===== config.mk =====
export PLATFORM = sky130hd
export DESIGN_NAME = if_prefetch
export DESIGN_NICKNAME = d
export VERILOG_FILES = /design/src/rtl/if_prefetch.sv
export SDC_FILE = /design/constraint.sdc
export NUM_CORES = 1
export LEC_CHECK = 0
export CORE_UTILIZATION = 30
export CTS_BUF_LIST = sky130_fd_sc_hd__clkbuf_8
export DETAILED_ROUTE_END_ITERATION = 6
export GPL_ROUTABILITY_DRIVEN = 0
export HOLD_SLACK_MARGIN = 0.05
export RECOVER_POWER = 50
export SYNTH_ARGS = -nofsm -noshare
export SYNTH_HDL_FRONTEND = slang
export SYNTH_SLANG_ARGS = --single-unit
export TNS_END_PERCENT = 1

===== constraint.sdc =====
create_clock -name clock -period 4.45 [get_ports clock]
set_input_delay 0.89 -clock clock [delete_from_list [all_inputs] [get_ports clock]]
set_output_delay 0.89 -clock clock [all_outputs]
set_load 0.005 [all_outputs]

===== src/rtl/if_prefetch.sv =====
// Instruction prefetch queue: issues one fetch per cycle into a 1-cycle memory and
// buffers {PC, word} pairs for the decode stage. A branch flushes the queue and any in-flight response.
module if_prefetch #(
   parameter int PC_SIZE = 10,
   parameter int DEPTH   = 4
) (
   input  logic                       clock,
   input  logic                       reset,
   output logic                       imem_en,
   output logic [PC_SIZE-1:0]         imem_addr,
   input  logic [31:0]                imem_data,
   input  logic                       branch_taken,
   input  logic [PC_SIZE-1:0]         branch_target,
   input  logic                       id_ready,
   output logic                       id_valid,
   output logic [31:0]                instruction,
   output logic [PC_SIZE-1:0]         PC_out,
   output logic [$clog2(DEPTH):0]     fifo_count
);

   localparam int AW = $clog2(DEPTH);
   localparam int CW = AW + 1;
   localparam logic [CW:0] DEPTH_W = (CW+1)'(DEPTH);
   localparam logic [31:0] NOP = 32'h0000_0013;

   logic [PC_SIZE-1:0] pc_q, pc_d;
   logic [PC_SIZE-1:0] fl_pc_q, fl_pc_d;
   logic               fl_q, fl_d;
   logic [AW-1:0]      wr_q, wr_d;
   logic [AW-1:0]      rd_q, rd_d;
   logic [CW-1:0]      cnt_q, cnt_d;
   logic [PC_SIZE+31:0] mem_q [DEPTH];

   logic [CW:0]        occ;
   logic               push;
   logic               pop;
   logic [PC_SIZE+31:0] head;

   always_comb begin
      // Occupancy counts the in-flight slot so a response always has room to land.
      occ     = {1'b0, cnt_q} + {{CW{1'b0}}, fl_q};
      imem_en = !reset && !branch_taken && (occ < DEPTH_W);
      push    = fl_q && !branch_taken && !reset;
      pop     = (cnt_q != '0) && id_ready && !branch_taken && !reset;

      pc_d    = pc_q;
      fl_d    = imem_en;
      fl_pc_d = fl_pc_q;
      wr_d    = wr_q;
      rd_d    = rd_q;
      cnt_d   = cnt_q;

      if (imem_en) begin
         pc_d    = pc_q + PC_SIZE'(4);
         fl_pc_d = pc_q;
      end
      if (push) wr_d = wr_q + AW'(1);
      if (pop)  rd_d = rd_q + AW'(1);
      case ({push, pop})
         2'b10:   cnt_d = cnt_q + CW'(1);
         2'b01:   cnt_d = cnt_q - CW'(1);
         default: cnt_d = cnt_q;
      endcase

      if (branch_taken) begin
         pc_d  = branch_target;
         fl_d  = 1'b0;
         wr_d  = '0;
         rd_d  = '0;
         cnt_d = '0;
      end
   end

   always_ff @(posedge clock) begin
      if (reset) begin
         pc_q    <= '0;
         fl_pc_q <= '0;
         fl_q    <= 1'b0;
         wr_q    <= '0;
         rd_q    <= '0;
         cnt_q   <= '0;
      end else begin
         pc_q    <= pc_d;
         fl_pc_q <= fl_pc_d;
         fl_q    <= fl_d;
         wr_q    <= wr_d;
         rd_q    <= rd_d;
         cnt_q   <= cnt_d;
      end
   end

   always_ff @(posedge clock) begin
      if (push) mem_q[wr_q] <= {fl_pc_q, imem_data};
   end

   assign head        = mem_q[rd_q];
   assign imem_addr   = pc_q;
   assign fifo_count  = cnt_q;
   assign id_valid    = (cnt_q != '0) && !reset;
   assign instruction = id_valid ? head[31:0] : NOP;
   assign PC_out      = id_valid ? head[PC_SIZE+31:32] : '0;

endmodule


---- Word level (Yosys, flattened, before mapping) ----
Memory sizes are Yosys's and may differ from the RTL's. A register that Yosys moved wholly into a read port is not among the register bits.
Index checks and enable logic that the tools add are counted.
Widths: inputs -> output; s select.
word-level totals
  register bits ........................... 28
  latch bits .............................. 0
  RAM bits ................................ 168
  memory bits (read-only) ................. 0
  output and inout bits ................... 57
  logic and storage cells ................. 39
  memories ................................ 1
memories
  name   depth  width  read ports  clocked after memory_dff  wr ports  RTL line  source
  mem_q  4      42     1           1                         1         32        logic [PC_SIZE+31:0] mem_q [DEPTH];
cells by class
  $add $sub $neg .......................... 6
  multiply operators ...................... 0
  divide/modulo/power cells ............... 0
  magnitude comparators ................... 1
  eq/ne operators ......................... 2
  shift-type cells ........................ 0
  mux-type cells .......................... 9
  bitwise operators ....................... 0
  reductions and logical operators ........ 14
operators by type and width
  cell                   count
  $mux 32                1
  $mux 10                3
  $add 10x3->10 const B  1
  $logic_and 1x1->1      8
  $pmux 3 s2             1
  $add 2x1->2 const B    2
  $add 3x1->4            1
  $lt 4x3->1 const B     1
  $mux 2                 2
  $reduce_bool 2->1      2
  $add 3x1->3 const B    1
  $reduce_bool 3->1      1
  $sub 3x1->3 const B    1
  $eq 2x1->1 const B     1
  $eq 2x2->1 const B     1
  $logic_not 1->1        2
  $mux 1                 2
  $reduce_or 2->1        1

---- Logic depth before layout (Yosys ltp) ----
Gate-level depths: netlist of the first run.
  word-level depth ........................ 6
  depth in mapped cells ................... 9
  gate-level depth less buffers ........... 8

---- Worst setup path after synthesis of the first run ----
No wires, ideal clock.
  path kind ............................... input to register
  from .................................... in reset
  to ...................................... mem mem_q[0][0] (netlist name), enable pin
  arrival time ............................ 2.318 ns
  required time ........................... 4.046 ns
  slack ................................... 1.728 ns
  stages .................................. 3
  buffers on the path ..................... 1
  path through ............................ buf_6 -> nor2_1 -> and3_1
between the ends
  word-level cells in the longest chain between the ends .. 4
ends and longest elaborated chain
  what                          RTL line  source
  start, declared               8         input logic reset,
  $logic_not 1->1               43        push = fl_q && !branch_taken && !reset;
  $logic_and 1x1->1             43
  $mux 1                        93        if (push) mem_q[wr_q] <= {fl_pc_q, imem_data};
  $mux 1 (not written as such)  93
  end, declared                 32
No other way between the ends.

---- Worst setup path in the final report of the first run ----
  from .................................... in branch_taken
  to ...................................... out imem_en
between the ends
  word-level cells in the longest chain between the ends .. 3
ends and longest elaborated chain
  what                            RTL line  source
  start, declared                 12        input logic branch_taken,
  $logic_not 1->1                 42        imem_en = !reset && !branch_taken && (occ < DEPTH_W);
  $logic_and 1x1->1 (2 in a row)  42
  end, declared                   9         output logic imem_en,
No other way between the ends.

==> qor.csv, run 1 <==
stage,metric,value,unit
hold_path,worst hold path type,flop to flop,
grt,initial antenna violation count,1,
sta,pin slew with the least headroom to its limit,866.6,ps
detailed_routing,Avg WL per Cell,18.12,um
yosys,synth warn,0,
floorplan,floorplan core area,0.02518,sq mm
clocking,number of clock sinks,198,
yosys,"flops & latches, synth",198,
yosys,biggest area consumer among synthesized cells,sky130_fd_sc_hd__edfxtp_1,
layout,layout cell share with drive strength beyond 1,0.1682,
floorplan,floorplan die height,162.2,um
yosys,part of the Yosys area used for sequential elements,0.7334,
setup_path,launch point of the worst reg-to-reg path,fifo_count[0],
setup_path,critical path start-end classification,input port to output pin,
clocking,CTS Root Buffer Type,sky130_fd_sc_hd__clkbuf_8,
sta,Worst Clk Skew,25.22,ps
hold_path,endpoint of the worst hold path,fl_pc_q[0],
setup_path,depth of the worst register-to-register path,9,
setup_path,buffering stage count on the worst path with inverters included,3,
yosys,share of flip-flops with an asynchronous set or reset,0,
clocking,clk buf depth,2,
setup_path,Critical Path Start Type,input port,
detailed_routing,number of iterations in the first detailed-routing pass,4,
power,worst voltage drop across the vdd grid,0.0001659,V
yosys,synthesized instance count,436,
clocking,buffer count from post-CTS setup fixing,0,
placed_design,detailed-placement wirelength estimate,10250,um
layout,final instance area,0.009542,sq mm
clocking,H-tree levels,4,
sta,Final min period,3952,ps
sta,max-slew violation total from the final report,0,
clocking,Inserted Clock Buffers,17,
yosys,mapped cell area,0.007697,sq mm
placed_design,total of buffers placed on input and output ports,102,
floorplan,overall die width,162.2,um
setup_path,Setup crit end kind,output pin,
setup_path,Worst Path Max Fanout,20,
setup_path,data arrival time of the critical path,3060,ps
setup_path,worst reg2reg setup slack,1880,ps
detailed_routing,drt first-iter violations,171,
floorplan,Top-Level Pins,103,
setup_path,critical-path cell with the highest stage delay,sky130_fd_sc_hd__clkdlybuf4s50_1,
setup_path,cell family with most CP delay,buffers and inverters,
yosys,main flop type after synthesis,sky130_fd_sc_hd__edfxtp_1,
sta,worst max-slew margin expressed relative to the limit,0.4223,
layout,Final nets,599,
floorplan,Site Rows,58,
layout,Area Overhead vs Synth,23.96,%
clocking,TritonCTS clock tree,built,
yosys,largest cells by area after synthesis,"sky130_fd_sc_hd__edfxtp_1 (66%), sky130_fd_sc_hd__mux4_2 (12%), sky130_fd_sc_hd__dfxtp_1 (7.8%)",
detailed_routing,remaining routing DRC violations,0,
sta,RSZ-0062 raised after global routing,false,
setup_path,Critical Path RT,3560,ps
layout,total of fill cells in the finished design,2312,
detailed_routing,DRT Wirelength,16130,um
setup_path,max incr delay on CP,570,ps
yosys,"Avg Cell Area, Syn",17.65,sq um
yosys,"Distinct cells, synth",40,
yosys,net count of the mapped netlist,489,
detailed_routing,post-detailed-route count of antenna-violating nets,0,
grt,total gr overflow,0,
placed_design,Setup WS pre-CTS,822.4,ps
floorplan,starting density of the core,0.3057,
setup_path,Reg2Reg Capture Point,fifo_count[2],
detailed_routing,vias post-DR,4142,
sta,FMAX,0.2530,GHz
clocking,post-CTS resize count,0,
floorplan,overall die area,0.02630,sq mm
hold_path,cell depth of the worst hold path,2,
yosys,share of the synthesized area in the top cell type,0.6554,
sta,final count of negative-setup-slack endpoints,0,
sta,Final TNS setup,0,ps
clocking,hold_buf cts,0,
sta,Final Cycle Share,0.8881,
clocking,clock network latency to the later pin of the worst-skew pair,470,ps
grt,maximum number of pins on one net before global-route repair,45,
run,number of max-capacitance violations reported,0,
clocking,clk slew on worst S/H paths,120,ps
grt,via count of the first global-routing pass,4519,
detailed_routing,Vias/cell,4.654,
grt,wire length of the first global-routing pass,25230,um
setup_path,ordered list of cells on the worst path,dlygate4sd3_1 -> nor3_1 -> nand2_1 -> inv_2 -> clkdlybuf4s50_1,
yosys,number of flops mapped to enable cells by yosys,168,
sta,worst path setup slack after routing,497.7,ps
power,power density relative to cell area,349.3,mW/mm^2
sta,final hold violation count,0,
outcome,outcome,finished clean,
sta,worst hold slack across all endpoints,488.3,ps
hold_path,critical hold path startpoint,imem_addr[0],
power,leakage power total,3.220,nW
grt,total global-route track usage,0.1301,
placed_design,instance area after placement,0.009143,sq mm
[layer usage]
metal | GRT usage | wire length [um]
met3 | 0.03498 | 671
met2 | 0.2214 | 8155
met5 | 0 | 0
met4 | 0.03816 | 161
met1 | 0.1618 | 7139
[cell families after synthesis]
group	count (synthesis)	share of synthesized area
AO/OA/AOI/OAI	33	0.02682
flip-flops	198	0.7334
adder cells (fa/ha/maj)	7	0.01235
XOR/XNOR	5	0.005690
multiplexers	45	0.1268
buffers and inverters	37	0.02032
AND/OR/NAND/NOR	111	0.07461
[worst reg2reg max path, cell delays in order, from the launching register on]
cell	delay (ps)
sky130_fd_sc_hd__dfxtp_1	430
sky130_fd_sc_hd__or3_1	140
sky130_fd_sc_hd__buf_4	380
sky130_fd_sc_hd__and3_1	280
sky130_fd_sc_hd__ha_1	200
sky130_fd_sc_hd__inv_1	60
sky130_fd_sc_hd__fa_1	370
sky130_fd_sc_hd__xor2_1	160
sky130_fd_sc_hd__or3_1	320
sky130_fd_sc_hd__a21oi_1	180
[synthesized netlist by cell type (2+ instances only)]
| cell type | n |
|---|---|
| sky130_fd_sc_hd__edfxtp_1 | 168 |
| sky130_fd_sc_hd__and3_1 | 44 |
| sky130_fd_sc_hd__mux4_2 | 42 |
| sky130_fd_sc_hd__nand2_1 | 32 |
| sky130_fd_sc_hd__dfxtp_1 | 30 |
| sky130_fd_sc_hd__clkbuf_1 | 18 |
| sky130_fd_sc_hd__a21oi_1 | 16 |
| sky130_fd_sc_hd__nor2_1 | 15 |
| sky130_fd_sc_hd__inv_1 | 9 |
| sky130_fd_sc_hd__buf_2 | 8 |
| sky130_fd_sc_hd__ha_1 | 6 |
| sky130_fd_sc_hd__nand3_1 | 4 |
| sky130_fd_sc_hd__a22oi_1 | 3 |
| sky130_fd_sc_hd__mux2i_1 | 3 |
| sky130_fd_sc_hd__or2_1 | 3 |
| sky130_fd_sc_hd__or3_1 | 3 |
| sky130_fd_sc_hd__xor2_1 | 3 |
| sky130_fd_sc_hd__a31oi_1 | 2 |
| sky130_fd_sc_hd__nor2b_1 | 2 |
| sky130_fd_sc_hd__nor3_1 | 2 |
| sky130_fd_sc_hd__o21ai_1 | 2 |
| sky130_fd_sc_hd__o22ai_1 | 2 |
| sky130_fd_sc_hd__xnor2_1 | 2 |
[layout by cell type, fill, tap and decap left out, types with 4 or more instances in the layout]
master	instances
sky130_fd_sc_hd__edfxtp_1	168
sky130_fd_sc_hd__clkdlybuf4s50_1	64
sky130_fd_sc_hd__and3_1	42
sky130_fd_sc_hd__mux4_2	42
sky130_fd_sc_hd__dlygate4sd3_1	38
sky130_fd_sc_hd__nand2_1	33
sky130_fd_sc_hd__dfxtp_1	28
sky130_fd_sc_hd__clkbuf_8	17
sky130_fd_sc_hd__a21oi_1	16
sky130_fd_sc_hd__nor2_1	15
sky130_fd_sc_hd__buf_4	15
sky130_fd_sc_hd__inv_1	9
sky130_fd_sc_hd__ha_1	6
sky130_fd_sc_hd__inv_6	5
sky130_fd_sc_hd__nand3_1	4
[where the power goes]
group / total (W) / internal [W] / switching [W] / leakage (nW)
Sequential: 0.00204 / 0.00202 / 0.0000150 / 1.83
Clock: 0.00117 / 0.000479 / 0.000695 / 0.211
Combinational: 0.000123 / 0.0000622 / 0.0000605 / 1.18
Total: 0.00333 / 0.00256 / 0.000771 / 3.22
[sequential cells by signal, summed over array words and instances, names as in the netlist, named ones only]
signal      flops
fifo_count      3
fl_pc_q        10
imem_addr      10
fl_q            1
mem_q         168
rd_q            2
wr_q            2
[cell type report]
class	count	area, sq um	area share
repair buffers	118	1137	0.1192
clock inverters	15	177.7	0.01862
flip-flops and latches	198	5650	0.5922
clock buffers	17	234.0	0.02452
multi-input cells	201	1889	0.1980
diodes	1	2.502	0.0002623
well taps	330	412.9	0.04327
inverters	10	37.54	0.003934
[stage by stage]
| stage | power [W] | util | instances |
|---|---|---|---|
| CTS | 0.003383 | 0.3794 | 889 |
| global route | 0.003458 | 0.3788 | 889 |
| floorplan | 0.002122 | - | 436 |
| detailed placement | 0.002210 | 0.3631 | 857 |
| global placement | 0.002203 | 0.3631 | 857 |
| finish | 0.003333 | 0.3789 | 890 |
[worst max-delay path by stage]
stage                     cells past startpoint         endpoint  slack [ps]         start
after CTS                                     4  instruction[12]         660          flop
after detailed placement                      6   instruction[4]         820         reset
after global routing                          5          imem_en         290  branch_taken
final                                         5          imem_en         500  branch_taken
after floorplan                               3      mem_q[0][0]        1730         reset
after global placement                        6   instruction[1]         860         reset
(Power assumes the default switching activity.)
==> inputs of run 2 (changes only) <==
- SKIP_CTS_REPAIR_TIMING: default -> 1
==> results of run 2 <==
Same layout as run 1: the final DEF is identical, and so are final timing and power.
==> inputs of run 3 (changes only) <==
- CTS_CLUSTER_DIAMETER: default -> 80
- GPL_TIMING_DRIVEN: default -> 0
==> run 3 against run 2 <==
Final area is 1.1% higher. Combinational power is 4% higher. Clock-buffer cell count stayed put. Setup slack worse by 15 ps. Clock skew is 5.3 ps lower. Routed wire length is 1.1% lower. Largest cell class unchanged. Cell count is 1.6% higher.
==> qor.csv, run 3 (same netlist as run 1, synthesis figures left out) <==
stage,metric,value,unit
setup_path,critical path start-end classification,input port to output pin,
setup_path,worst reg2reg setup slack,2030,ps
clocking,clk slew on worst S/H paths,130,ps
clocking,clock network latency to the later pin of the worst-skew pair,470,ps
clocking,H-tree levels,4,
sta,FMAX,0.2521,GHz
grt,maximum number of pins on one net before global-route repair,27,
power,leakage power total,3.230,nW
layout,layout cell share with drive strength beyond 1,0.1588,
layout,register name with the most flops,mem_q,
sta,final hold violation count,0,
hold_path,endpoint of the worst hold path,fl_pc_q[1],
power,worst voltage drop across the vdd grid,0.0001848,V
sta,worst hold slack across all endpoints,494.6,ps
detailed_routing,Vias/cell,4.625,
layout,"most common cell after layout, fill and taps aside",sky130_fd_sc_hd__edfxtp_1,
hold_path,worst hold path type,flop to flop,
power,part of the power in registers,0.603,
sta,Worst Clk Skew,19.88,ps
floorplan,overall die width,162.2,um
clocking,number of clock sinks,198,
detailed_routing,DR WL met2,8155,um
placed_design,detailed-placement wirelength estimate,10700,um
setup_path,Worst Path Max Fanout,10,
detailed_routing,DRT Wirelength,15950,um
setup_path,critical-path cell with the highest stage delay,sky130_fd_sc_hd__dlygate4sd3_1,
power,portion of total power attributed to combinational logic,0.038,
run,number of max-capacitance violations reported,0,
sta,worst max-slew margin expressed relative to the limit,0.3485,
sta,pin slew with the least headroom to its limit,977.3,ps
detailed_routing,vias post-DR,4181,
detailed_routing,remaining routing DRC violations,0,
setup_path,Setup crit end kind,output pin,
detailed_routing,Avg WL per Cell,17.65,um
setup_path,depth of the worst register-to-register path,8,
power,Clk pwr share,0.359,
layout,Final nets,613,
placed_design,total of buffers placed on input and output ports,101,
clocking,TritonCTS clock tree,built,
layout,total of fill cells in the finished design,2317,
layout,Area Overhead vs Synth,25.37,%
setup_path,Reg2Reg Capture Point,fifo_count[2],
layout,register area,0.005645,sq mm
sta,RSZ-0062 raised after global routing,false,
grt,total global-route track usage,0.1268,
floorplan,overall die area,0.02630,sq mm
sta,max-slew violation total from the final report,0,
detailed_routing,Metal-1 WL,7050,um
grt,total gr overflow,0,
setup_path,Critical Path RT,3560,ps
floorplan,Site Rows,58,
floorplan,floorplan core area,0.02518,sq mm
power,reported net switching power,0.0008320,W
power,internal power summed over all cells,0.002544,W
layout,flip-flop count of the largest register after layout,168,
clocking,CTS Root Buffer Type,sky130_fd_sc_hd__clkbuf_8,
setup_path,ordered list of cells on the worst path,dlygate4sd3_1 -> nor3_2 -> nand2_1 -> clkinv_1 -> buf_2 -> buf_2 -> clkdlybuf4s50_1,
detailed_routing,uppermost layer routed,met4,
power,net switching share of the total power,0.2464,
sta,Final Cycle Share,0.8914,
setup_path,max incr delay on CP,640,ps
layout,multi-input combinational cell area,0.001894,sq mm
setup_path,Critical Path Start Type,input port,
clocking,Inserted Clock Buffers,17,
detailed_routing,detailed-routed wire length on met3,584,um
floorplan,floorplan die height,162.2,um
setup_path,"Top cell by count, worst path",sky130_fd_sc_hd__buf_2,
hold_path,critical hold path startpoint,imem_addr[1],
floorplan,starting density of the core,0.3057,
power,power density relative to cell area,349.8,mW/mm^2
detailed_routing,drt first-iter violations,191,
clocking,clk buf depth,2,
sta,Final min period,3967,ps
grt,initial antenna violation count,2,
hold_path,cell depth of the worst hold path,2,
floorplan,Top-Level Pins,103,
detailed_routing,number of iterations in the first detailed-routing pass,4,
detailed_routing,post-detailed-route count of antenna-violating nets,0,
setup_path,launch point of the worst reg-to-reg path,fifo_count[2],
layout,"commonest non-fill, non-tap cells in the layout","sky130_fd_sc_hd__edfxtp_1 (168), sky130_fd_sc_hd__clkdlybuf4s50_1 (68), sky130_fd_sc_hd__and3_1 (42), sky130_fd_sc_hd__mux4_2 (42)",
sta,final count of negative-setup-slack endpoints,0,
outcome,outcome,finished clean,
sta,Final TNS setup,0,ps
grt,wire length of the first global-routing pass,24550,um
setup_path,data arrival time of the critical path,3080,ps
grt,via count of the first global-routing pass,4469,
## run 3: cell types whose count changed in the layout (fill, tap and decap cells not counted), sizes merged
cell	delta
inv	-2
clkbuf	+17
clkinv	+3
bufinv	-1
clkdlybuf4s50	+4
buf	-2
dlygate4sd3	-5
## run 3: metrics by stage
stage | total power, W | worst slack (ps) | utilization | cell area [sq um] | instances
after floorplan | 0.002122 | 1728 | - | 7697 | 436
after global placement | 0.002205 | 312.4 | 0.3622 | 9121 | 867
after detailed placement | 0.002213 | 635.2 | 0.3656 | 9206 | 871
after CTS | 0.003421 | 622.8 | 0.3834 | 9654 | 903
after global routing | 0.003498 | 338.0 | 0.3831 | 9648 | 903
final | 0.003376 | 483.2 | 0.3832 | 9651 | 904
## run 3: cell type report
cell class,instances,area share
Clock buffer,17,0.02424
Tap cell,330,0.04278
Clock inverter,15,0.02217
Antenna cell,1,0.0002593
Sequential cell,198,0.5850
Inverter,10,0.003890
Buffer,27,0.01232
Timing Repair Buffer,105,0.1131
Multi-Input combinational cell,201,0.1963
## run 3: critical path: cells and delay by family
family        cells  cell delay, ps
buf+inv           5            1730
simple gates      2             450
## run 3: power by group through the flow
stage	logic [W]	clock network, W	registers [W]
floorplan	0.0000481	0	0.00207
global placement	0.000129	0	0.00208
detailed placement	0.000135	0	0.00208
CTS	0.000136	0.00125	0.00204
global route	0.000140	0.00132	0.00204
finish	0.000128	0.00121	0.00204
## run 3: worst max path at each step
stage	from	to	slack [ps]	cells past startpoint
after floorplan	reset	mem_q[0][0]	1730	3
after global placement	branch_taken	mem_q[0][20]	310	3
after detailed placement	branch_taken	imem_en	640	7
after CTS	branch_taken	imem_en	620	7
after global routing	branch_taken	imem_en	340	7
final	branch_taken	imem_en	480	7
## run 3: per-layer routing
| metal | vias up | track usage |
|---|---|---|
| li1 | 1949 | - |
| met1 | 2133 | 0.1556 |
| met2 | 89 | 0.2173 |
| met3 | 10 | 0.03166 |
| met4 | 0 | 0.04245 |
| met5 | - | 0 |
